==> config.mk <==
export PLATFORM = sky130hd
export DESIGN_NAME = fib_stack
export DESIGN_NICKNAME = d
export VERILOG_FILES = /design/src/rtl/fib_stack.sv
export SDC_FILE = /design/constraint.sdc
export NUM_CORES = 1
export LEC_CHECK = 0
export BUFFER_PORTS_ARGS = -buffer_cell sky130_fd_sc_hd__clkbuf_2
export CORE_MARGIN = 8
export CORE_UTILIZATION = 55
export CTS_BUF_LIST = sky130_fd_sc_hd__clkbuf_4 sky130_fd_sc_hd__clkbuf_8
export DETAILED_ROUTE_END_ITERATION = 12
export PLACE_DENSITY = 0.69
export SLEW_MARGIN = 0
export SYNTH_ARGS = -nofsm -noshare
export SYNTH_HDL_FRONTEND = slang
export SYNTH_SLANG_ARGS = --single-unit
export TNS_END_PERCENT = 30
==> constraint.sdc <==
create_clock -name clk -period 6.9 [get_ports clk]
set_clock_uncertainty 0.1 [all_clocks]
set_input_delay 0.345 -clock clk [delete_from_list [all_inputs] [get_ports clk]]
set_output_delay 0.345 -clock clk [all_outputs]
set_load 0.005 [all_outputs]
==> src/rtl/fib_stack.sv <==
// fib_stack: LIFO operand stack for the Fibonacci datapath.
// Registered pop port, exported entry count, sticky overflow/underflow flag.
// Optional macro STACK_PEEK_EN adds a combinational `top` peek port.
//
// Command semantics (no handshake back-pressure): push/pop are sampled on every
// rising edge. push alone writes din when not full; pop alone returns the top
// entry on dout one cycle later with a single-cycle dout_valid pulse; push+pop
// together replaces the top (or bypasses din straight to dout when empty).
// Refused commands (push when full, pop when empty) set err, which only
// reset (clr=0) clears.
module fib_stack #(
  parameter int DATA_W = 16,
  parameter int ADDR_W = 5
) (
  input  logic              clk,
  input  logic              clr,
  input  logic              push,
  input  logic              pop,
  input  logic [DATA_W-1:0] din,
  output logic [DATA_W-1:0] dout,
  output logic              dout_valid,
  output logic [ADDR_W:0]   sp,
  output logic              empty,
  output logic              full,
  output logic              err
`ifdef STACK_PEEK_EN
  ,
  output logic [DATA_W-1:0] top
`endif
);

  localparam int DEPTH = 1 << ADDR_W;

  logic [DATA_W-1:0] mem [DEPTH];

  logic [ADDR_W-1:0] wr_idx;
  logic [ADDR_W-1:0] top_idx;
  logic              do_push;
  logic              do_pop;
  logic              do_replace;
  logic              do_bypass;
  logic              overflow;
  logic              underflow;

  assign empty = (sp == '0);
  assign full  = (sp == (ADDR_W+1)'(DEPTH));

  // Low address bits suffice: a write at sp only happens when not full, and
  // when full sp-1 wraps the low bits correctly to DEPTH-1.
  assign wr_idx  = sp[ADDR_W-1:0];
  assign top_idx = sp[ADDR_W-1:0] - ADDR_W'(1);

  // Decode the command into mutually exclusive actions.
  always_comb begin
    do_push    = 1'b0;
    do_pop     = 1'b0;
    do_replace = 1'b0;
    do_bypass  = 1'b0;
    overflow   = 1'b0;
    underflow  = 1'b0;
    if (push && pop) begin
      do_replace = !empty;
      do_bypass  = empty;
    end else if (push) begin
      do_push  = !full;
      overflow = full;
    end else if (pop) begin
      do_pop    = !empty;
      underflow = empty;
    end
  end

  // Storage writes; contents are don't-care after reset, so no reset here.
  always_ff @(posedge clk) begin
    if (clr) begin
      if (do_push) begin
        mem[wr_idx] <= din;
      end else if (do_replace) begin
        mem[top_idx] <= din;
      end
    end
  end

  // Stack pointer, read port, and sticky error flag.
  always_ff @(posedge clk) begin
    if (!clr) begin
      sp         <= '0;
      dout       <= '0;
      dout_valid <= 1'b0;
      err        <= 1'b0;
    end else begin
      dout_valid <= 1'b0;
      if (do_push) begin
        sp <= sp + (ADDR_W+1)'(1);
      end else if (do_pop) begin
        sp         <= sp - (ADDR_W+1)'(1);
        dout       <= mem[top_idx];
        dout_valid <= 1'b1;
      end else if (do_replace) begin
        dout       <= mem[top_idx];
        dout_valid <= 1'b1;
      end else if (do_bypass) begin
        dout       <= din;
        dout_valid <= 1'b1;
      end
      if (overflow || underflow) begin
        err <= 1'b1;
      end
    end
  end

`ifdef STACK_PEEK_EN
  // Peek at the current top from registered state only.
  always_comb begin
    top = '0;
    if (!empty) begin
      top = mem[top_idx];
    end
  end
`endif

endmodule

# --- Word-level counts from Yosys, hierarchy flattened ---
# Memories as Yosys holds them, arrays and structs flattened.
# Index checks and enable logic that the tools add are counted.
op_classes:
  add_sub_neg: 3
  n_eq_ne: 1
  mux: 30
  bitwise: 2
  n_reduce_logical: 10
op_table:
  columns: ["op", "n"]
  rows:
  - ["$mux 16", 4]
  - ["$mux 1", 23]
  - ["$reduce_or 16->1", 1]
  - ["$mux 6", 2]
  - ["$add 6x1->6 const B", 1]
  - ["$eq 6x6->1 const B", 1]
  - ["$logic_not 6->1", 1]
  - ["$sub 6x1->6 const B", 1]
  - ["$mux 5", 1]
  - ["$sub 5x1->5 const B", 1]
  - ["$reduce_bool 3->1", 1]
  - ["$logic_not 1->1", 2]
  - ["$not 1->1", 2]
  - ["$reduce_and 2->1", 1]
  - ["$reduce_bool 2->1", 1]
  - ["$reduce_or 2->1", 1]
  - ["$logic_and 1x1->1", 1]
  - ["$logic_or 1x1->1", 1]
word_totals:
  ff_bits: 24
  ram_bits: 512
  in_bits: 20
  word_cells: 51
  memories: 1
memory_table:
  columns: ["name", "words", "width", "rd", "rd_ports_with_merged_regs", "wr", "line", "source"]
  rows:
  - ["mem", 32, 16, 1, 0, 1, "34", "logic [DATA_W-1:0] mem [DEPTH];"]

# --- Longest topological paths before layout ---
# Gate-level depths: netlist of the first run.
depth:
  ltp_word: 9
  ltp_mapped: 15

# --- Worst setup path after synthesis of the first run ---
# No wires, ideal clock.
synth_timing:
  path_kind: "reg-to-reg"
  startpoint: "register sp[0]"
  endpoint: "memory mem[4][0], enable pin"
  setup_time_ps: 388
  arrival_ps: 3504
  required_ps: 6412
  slack_ps: 2907
  stages_incl_launch_ff: 13
  path_cell_list: "dfxtp_1 > buf_2 > buf_2 > buf_2 > inv_1 > ha_1 > clkbuf_1 > clkbuf_1 > clkbuf_1 > o2111ai_1 > o31ai_1 > nand2_1 > nor2_1"
synth_via:
  word_cells_on_any_way: 18
  classes_between: "1 x add/sub; 1 x eq/ne; 12 x mux; 4 x reduce/logical"
synth_rtl:
  columns: ["item", "line", "source"]
  rows:
  - ["from (decl)", "22", "output logic [ADDR_W:0] sp,"]
  - ["from (signal assigned)", "94", "sp <= sp + (ADDR_W+1)'(1);"]
  - ["from (signal assigned)", "96", "sp <= sp - (ADDR_W+1)'(1);"]
  - ["$sub 5x1->5", "51", "assign top_idx = sp[ADDR_W-1:0] - ADDR_W'(1);"]
  - ["named net top_idx[0]", "37", "logic [ADDR_W-1:0] top_idx;"]
  - ["$mux 5 (no line)", null, null]
  - ["to (decl)", "34", null]
# The timed path passes the listed nets, and every way through them passes these cells.

# --- Worst setup path in the final report of the first run ---
layout_timing:
  startpoint: "register sp[0]"
  endpoint: "register dout[6]"
layout_via:
  word_cells_on_any_way: 18
  classes_between: "1 x add/sub; 1 x eq/ne; 9 x mux; 1 x bitwise; 5 x reduce/logical; 1 x memory"
layout_rtl:
  columns: ["item", "line", "source"]
  rows:
  - ["$sub 5x1->5 *", "51", null]
  - ["named net top_idx[0]", "37", null]
  - ["$mem_v2 32x16 *", null, null]
  - ["$mux 16", "99", "end else if (do_replace) begin"]
  - ["$mux 16 *", "95", "end else if (do_pop) begin"]
  - ["to (signal assigned)", "97", "dout <= mem[top_idx];"]
  - ["to (signal assigned)", "100", "dout <= mem[top_idx];"]
  - ["to (signal assigned)", "103", "dout <= din;"]
  - ["to (decl)", "20", "output logic [DATA_W-1:0] dout,"]
# Mark *: on every way through the listed nets, which the timed path passes. The rest lies on a longest branch.
# A chain may end at the register's enable or synchronous reset.

==> results of run 1 <==
critical path: stages, from the launching register on:
cell and delay [ns]:
dfxtp_4 0.80, inv_1 0.29, ha_4 0.81, buf_4 0.79
mux4_2 0.37, nand2_1 0.06, a32o_1 0.29, a2111oi_2 0.32
stage by stage:
step	hold WS (ns)	utilization [%]	total power [mW]	instance area [µm²]	setup WS [ns]
4_1_cts	0.0537	62.4	9.47	24000	2.82
5_1_grt	0.120	62.4	9.81	24000	2.61
3_3_place_gp	0.354	57.9	6.73	22300	2.86
3_5_place_dp	0.359	57.9	6.75	22300	2.84
6_report	0.124	62.4	9.44	24000	2.85
2_1_floorplan	0.344	-	5.77	21300	2.91
state kept, by name (all words and copies together), names as in the netlist:
name and cells:
dout 16, sp 6, dout_valid 1, err 1, mem 512
cell families after synthesis:
kind of cell | synth area share [%]
AOI/OAI and AO/OA | 3.62
xor gates and xnor gates | 0.452
adders and majority gates | 0.447
buffers and inverters | 1.35
DFF | 74.5
muxes | 14.7
and+or+nand+nor | 4.94
routing by layer:
layer	share of wire (%)	up-vias	wire length [µm]
met5	0.021	-	11
met4	4.1	2	2130
met3	9.0	120	4620
met2	46	586	23600
met1	41	5865	21000
li1	-	4778	-
layout make-up:
type | instances | area share, %
diodes | 1 | 0.0104
multi-input cells | 508 | 21.6
clock inverters | 37 | 1.15
inverters | 5 | 0.0782
clock buffers | 119 | 6.09
well taps | 518 | 2.70
repair buffers | 89 | 2.31
flip-flops and latches | 536 | 66.0
report_power, final:
group,internal (mW),leakage [nW],switching (mW)
registers,3.71,4.81,0.186
clock network,1.52,0.912,1.21
logic,1.11,2.02,1.71
cell usage in the layout (no fill, tap or decap), types with 4 or more instances in the layout:
cell type and n:
a21oi_1 38, a311oi_1 14, a31oi_1 6, and3_1 4, buf_4 44, bufinv_16 4, clkbuf_2 45, clkbuf_4 28
clkbuf_8 91, clkinv_1 18, clkinv_2 10, clkinvlp_4 4, dfxtp_1 23, edfxtp_1 512, ha_1 5, inv_1 5
mux2i_1 23, mux4_2 128, nand2_1 106, nand2b_1 4, nand3_1 36, nor2_1 56, nor2b_1 5, nor3b_1 4
o2111a_1 14, xnor2_1 5, xor2_1 4
how the worst max path moves through the flow:
stage                     end  startpoint  cells after the start  slack (ns)
finish                dout[6]       sp[0]                      7        2.85
global route          dout[6]       sp[0]                      7        2.61
CTS                   dout[6]       sp[0]                      7        2.82
detailed placement    dout[6]       sp[0]                      7        2.84
global placement      dout[6]       sp[0]                      7        2.86
floorplan           mem[4][0]       sp[0]                     12        2.91
==> flow_summary.toml, run 1 <==
[run_status]
status = "completed"

[clock_tree]
cts_buffers = 86
post-cts-setup-buffers = 0
clock-sinks = 536
cts_hold_buf = 0
htreeDepth = 3
cts_buffer_depth = 3
cts_tree = "built"
insertion_delay_ns = 0.65
clk_pin_slew_worst_paths_ns = 0.06
root_buffer = "clkbuf_8"
cts_resized = 0

[worst_hold_path]
holdPathEnd = "sp[5]"
worstHoldPathType = "input pin to flip-flop"
hold_path_depth = 4
hp-start = "push"

[setup_path]
critPathArrivalTime_ns = 4.48
end_kind = "flip-flop"
reg2reg_depth = 7
reg2reg_from = "sp[0]"
worst_ep_required_time_ns = 7.33
r2r-end = "dout[6]"
path_class = "flip-flop to flip-flop"
r2r_setup_slack_ns = 2.85
path_max_fanout = 60
cp-start-kind = "flip-flop"

[final_layout]
final_cells = 1813
nNetsFinal = 1253
multi_input_area_mm2 = 0.00519
nFillCells = 2702
seq_area_mm2 = 0.0159
area_delta_synth_final_pct = 12.8
drive_gt1_share_pct = 28.7

[sta]
fin_crit_ns = 4.05
clock.fmax_ghz = 0.247
final-setup-viol-count = 0
report.final.slew_viol_count = 0
tightestPinTransition_ns = 1.29
rsz0062_at_grt = "no"
setup-tns-final_ns = 0
slew_headroom_pct = 13.9
post-route-period-util_pct = 58.8
finalHoldViolCount = 0

[placed_design]
io_buffers = 45
hpwl_um = 31000
dp.cells = 1656
place.gp.congestion = 0.900

[synthesis]
postSynthCellCount = 1114
synthTopCellsByArea = "edfxtp_1 72%, mux4_2 14%, dfxtp_1 2.3%, nand2_1 1.9%, mux2i_1 1.1%"
synth-main-ff-cell = "edfxtp_1"
syn_avg_cell_area_um2 = 19.1
yosys.area.top_type_share_pct = 72.2
yosysTopAreaCell = "edfxtp_1"
ys_seq_area_share_pct = 74.5
yosysWarnings = 0
async_flop_share_pct = 0
synth_edf_count = 512
ys_types = 54
ys_seq_elements = 536
synth_area_mm2 = 0.0213
synth.most_common_cell = "edfxtp_1"
syn_nets = 1141
synthTopCellsByCount = "512 x edfxtp_1, 128 x mux4_2, 106 x nand2_1, 56 x nor2_1, 40 x clkbuf_1"

[floorplanning]
start_util_pct = 55.4
fp.dieArea_mm2 = 0.0453
pin_count = 46
fp.dieH_um = 213
die_w_um = 213
core_area_mm2 = 0.0385
num_rows = 72

[drt]
drt_iter0_markers = 1460
wl_per_cell_um = 28.3
routed_wl_um = 51400
drc = 0
num_vias = 11351
ant_nets = 0
viasPerCell = 6.26
dr.pass1.iters = 5

[global_routing]
grt_antenna_before_repair = 2
grtUsageMet1_pct = 32.0
grt_remaining_overflow = 0
grt_pass1_wl_um = 74500
grt_pass1_vias = 11091
grt_usage_pct = 23.0
busiest_layer = "met2"
grtUsageMet2_pct = 34.7
grt_max_degree = 61
grt_use_met3_pct = 5.25

[job]
maxCapViolations = 0

[power]
leakage_nw = 7.74
power_density_mw_per_mm2 = 393
ir_worst_vdd_uv = 190
(Power assumes the default switching activity.)
==> run 2, diff against run 1 <==
Clock period 6.9 ns to 4.1 ns, I/O delays scaled along.
==> flow_summary.toml, run 2 (synthesized netlist as in run 1, its figures left out) <==
[sta]
final-setup-viol-count = 0
setup-tns-final_ns = 0
post-route-period-util_pct = 86.3
rsz0062_at_grt = "no"
report.final.slew_viol_count = 0
holdWs_ns = 0.224
finalHoldViolCount = 0
fin_crit_ns = 3.54
finalWorstSetupSlack_ns = 0.563
clock.fmax_ghz = 0.283
tightestPinTransition_ns = 1.02
slew_headroom_pct = 32.0

[floorplanning]
num_rows = 72
fp.dieH_um = 213
start_util_pct = 55.4
die_w_um = 213
fp.dieArea_mm2 = 0.0453
pin_count = 46
core_area_mm2 = 0.0385

[setup_path]
reg2reg_from = "sp[1]"
path_cells = "inv_1 > ha_1 > nand4_1 > or2_2 > o31ai_1 > o21ai_0 > nor2_1 > buf_4"
r2r_setup_slack_ns = 0.56
path_max_fanout = 14
worst_path_max_delay_cell = "ha_1"
r2r-end = "mem[5][2]"
reg2reg_depth = 8
worst_ep_required_time_ns = 4.32
end_kind = "flip-flop"
critPathArrivalTime_ns = 3.76
cp-start-kind = "flip-flop"
path_class = "flip-flop to flip-flop"
worstSetupEndpoint = "mem[5][2]"
crit_path_start = "sp[1]"
critical_path.max_stage_delay_ns = 0.56

[final_layout]
n_antenna_cell = 0
nNetsFinal = 1274
final_common_cell = "edfxtp_1"
layout_common_cells = "512 x edfxtp_1, 128 x mux4_2, 106 x nand2_1"
top_register = "mem"
drive_gt1_share_pct = 29.8
final_cell_area_mm2 = 0.0241
area_delta_synth_final_pct = 13.3
largest_reg_flops = 512
largestRegisters = "mem (512), dout (16), sp (6)"
nFillCells = 2716
post-route-util_pct = 62.7

[drt]
routed_wl_um = 48800
num_vias = 11240
ant_nets = 0
drc = 0
dr.pass1.iters = 8
wl_per_cell_um = 26.7
viasPerCell = 6.16
drt_iter0_markers = 1163

[power]
ir_worst_vdd_uv = 414
power_density_mw_per_mm2 = 660
leakage_nw = 7.82

[clock_tree]
cts_buffers = 86
cts_resized = 0
root_buffer = "clkbuf_8"
cts_tree = "built"
htreeDepth = 3
clk_pin_slew_worst_paths_ns = 0.06
clock-sinks = 536
post-cts-setup-buffers = 0
cts_hold_buf = 2
insertion_delay_ns = 0.63
cts_buffer_depth = 3

[placed_design]
place.gp.congestion = 0.829
io_buffers = 45
hpwl_um = 28800
dp_slack_ns = 0.682
placed_area_mm2 = 0.0225

[job]
maxCapViolations = 0

[run_status]
status = "completed"

[global_routing]
grt_antenna_before_repair = 0
grt_pass1_vias = 11353
grt_pass1_wl_um = 72700
grt_max_degree = 96
grt_remaining_overflow = 0
grt_usage_pct = 22.0

[worst_hold_path]
worstHoldPathType = "input pin to flip-flop"
-- run 2: cell types whose count changed in the layout (fill, tap and decap cells not counted), moves of 3 or more --
cell | previous run | this run
clkbuf_4 | 28 | 32
bufinv_16 | 4 | 1
buf_4 | 44 | 60
clkinv_1 | 18 | 12
buf_12 | 0 | 3
-- run 2: per-stage QoR --
stage	std cells	power (mW)
finish	1826	15.9
global route	1826	16.6
CTS	1826	16.0
detailed placement	1675	11.6
global placement	1675	11.6
floorplan	1114	9.71
-- run 2: report_power, final --
group	switching, mW	internal (mW)	total [mW]
Sequential	0.155	6.24	6.40
Clock	1.97	2.41	4.38
Combinational	3.09	2.04	5.13
Total	5.22	10.7	15.9
-- run 2: area by class of cell --
cell class / instances / area (µm²) / share of cell area (%)
repair buffers: 110 / 756 / 3.13
inverters: 5 / 18.8 / 0.0778
clock buffers: 124 / 1510 / 6.24
well taps: 518 / 648 / 2.69
clock inverters: 25 / 146 / 0.607
flip-flops and latches: 536 / 15900 / 65.7
multi-input cells: 508 / 5190 / 21.5
-- run 2: metal layers --
layer	track usage (%)	vias up	share of wire, %
met5	0	-	0
met4	7.71	0	2.6
met3	5.94	73	9.3
met2	32.8	513	46
met1	31.4	5837	42
li1	-	4817	-
-- run 2: critical path: cells and delay by family (launching register included) --
kind                       cells  cell delay, ns
AOI/OAI and AO/OA              2            0.53
adders and majority gates      1            0.56
buffers and inverters          2            0.43
DFF                            1            0.46
and+or+nand+nor                3            1.14
-- run 2: how the worst min path moves through the flow --
stage / cells after the start / endpoint / slack [ns] / start
after floorplan: 0 / mem[0][0] / 0.20 / din[0]
after global placement: 2 / err / 0.36 / err
after detailed placement: 2 / err / 0.37 / err
after CTS: 1 / mem[4][14] / 0.19 / din[14]
after global routing: 1 / mem[0][14] / 0.24 / din[14]
final: 1 / mem[15][6] / 0.22 / din[6]
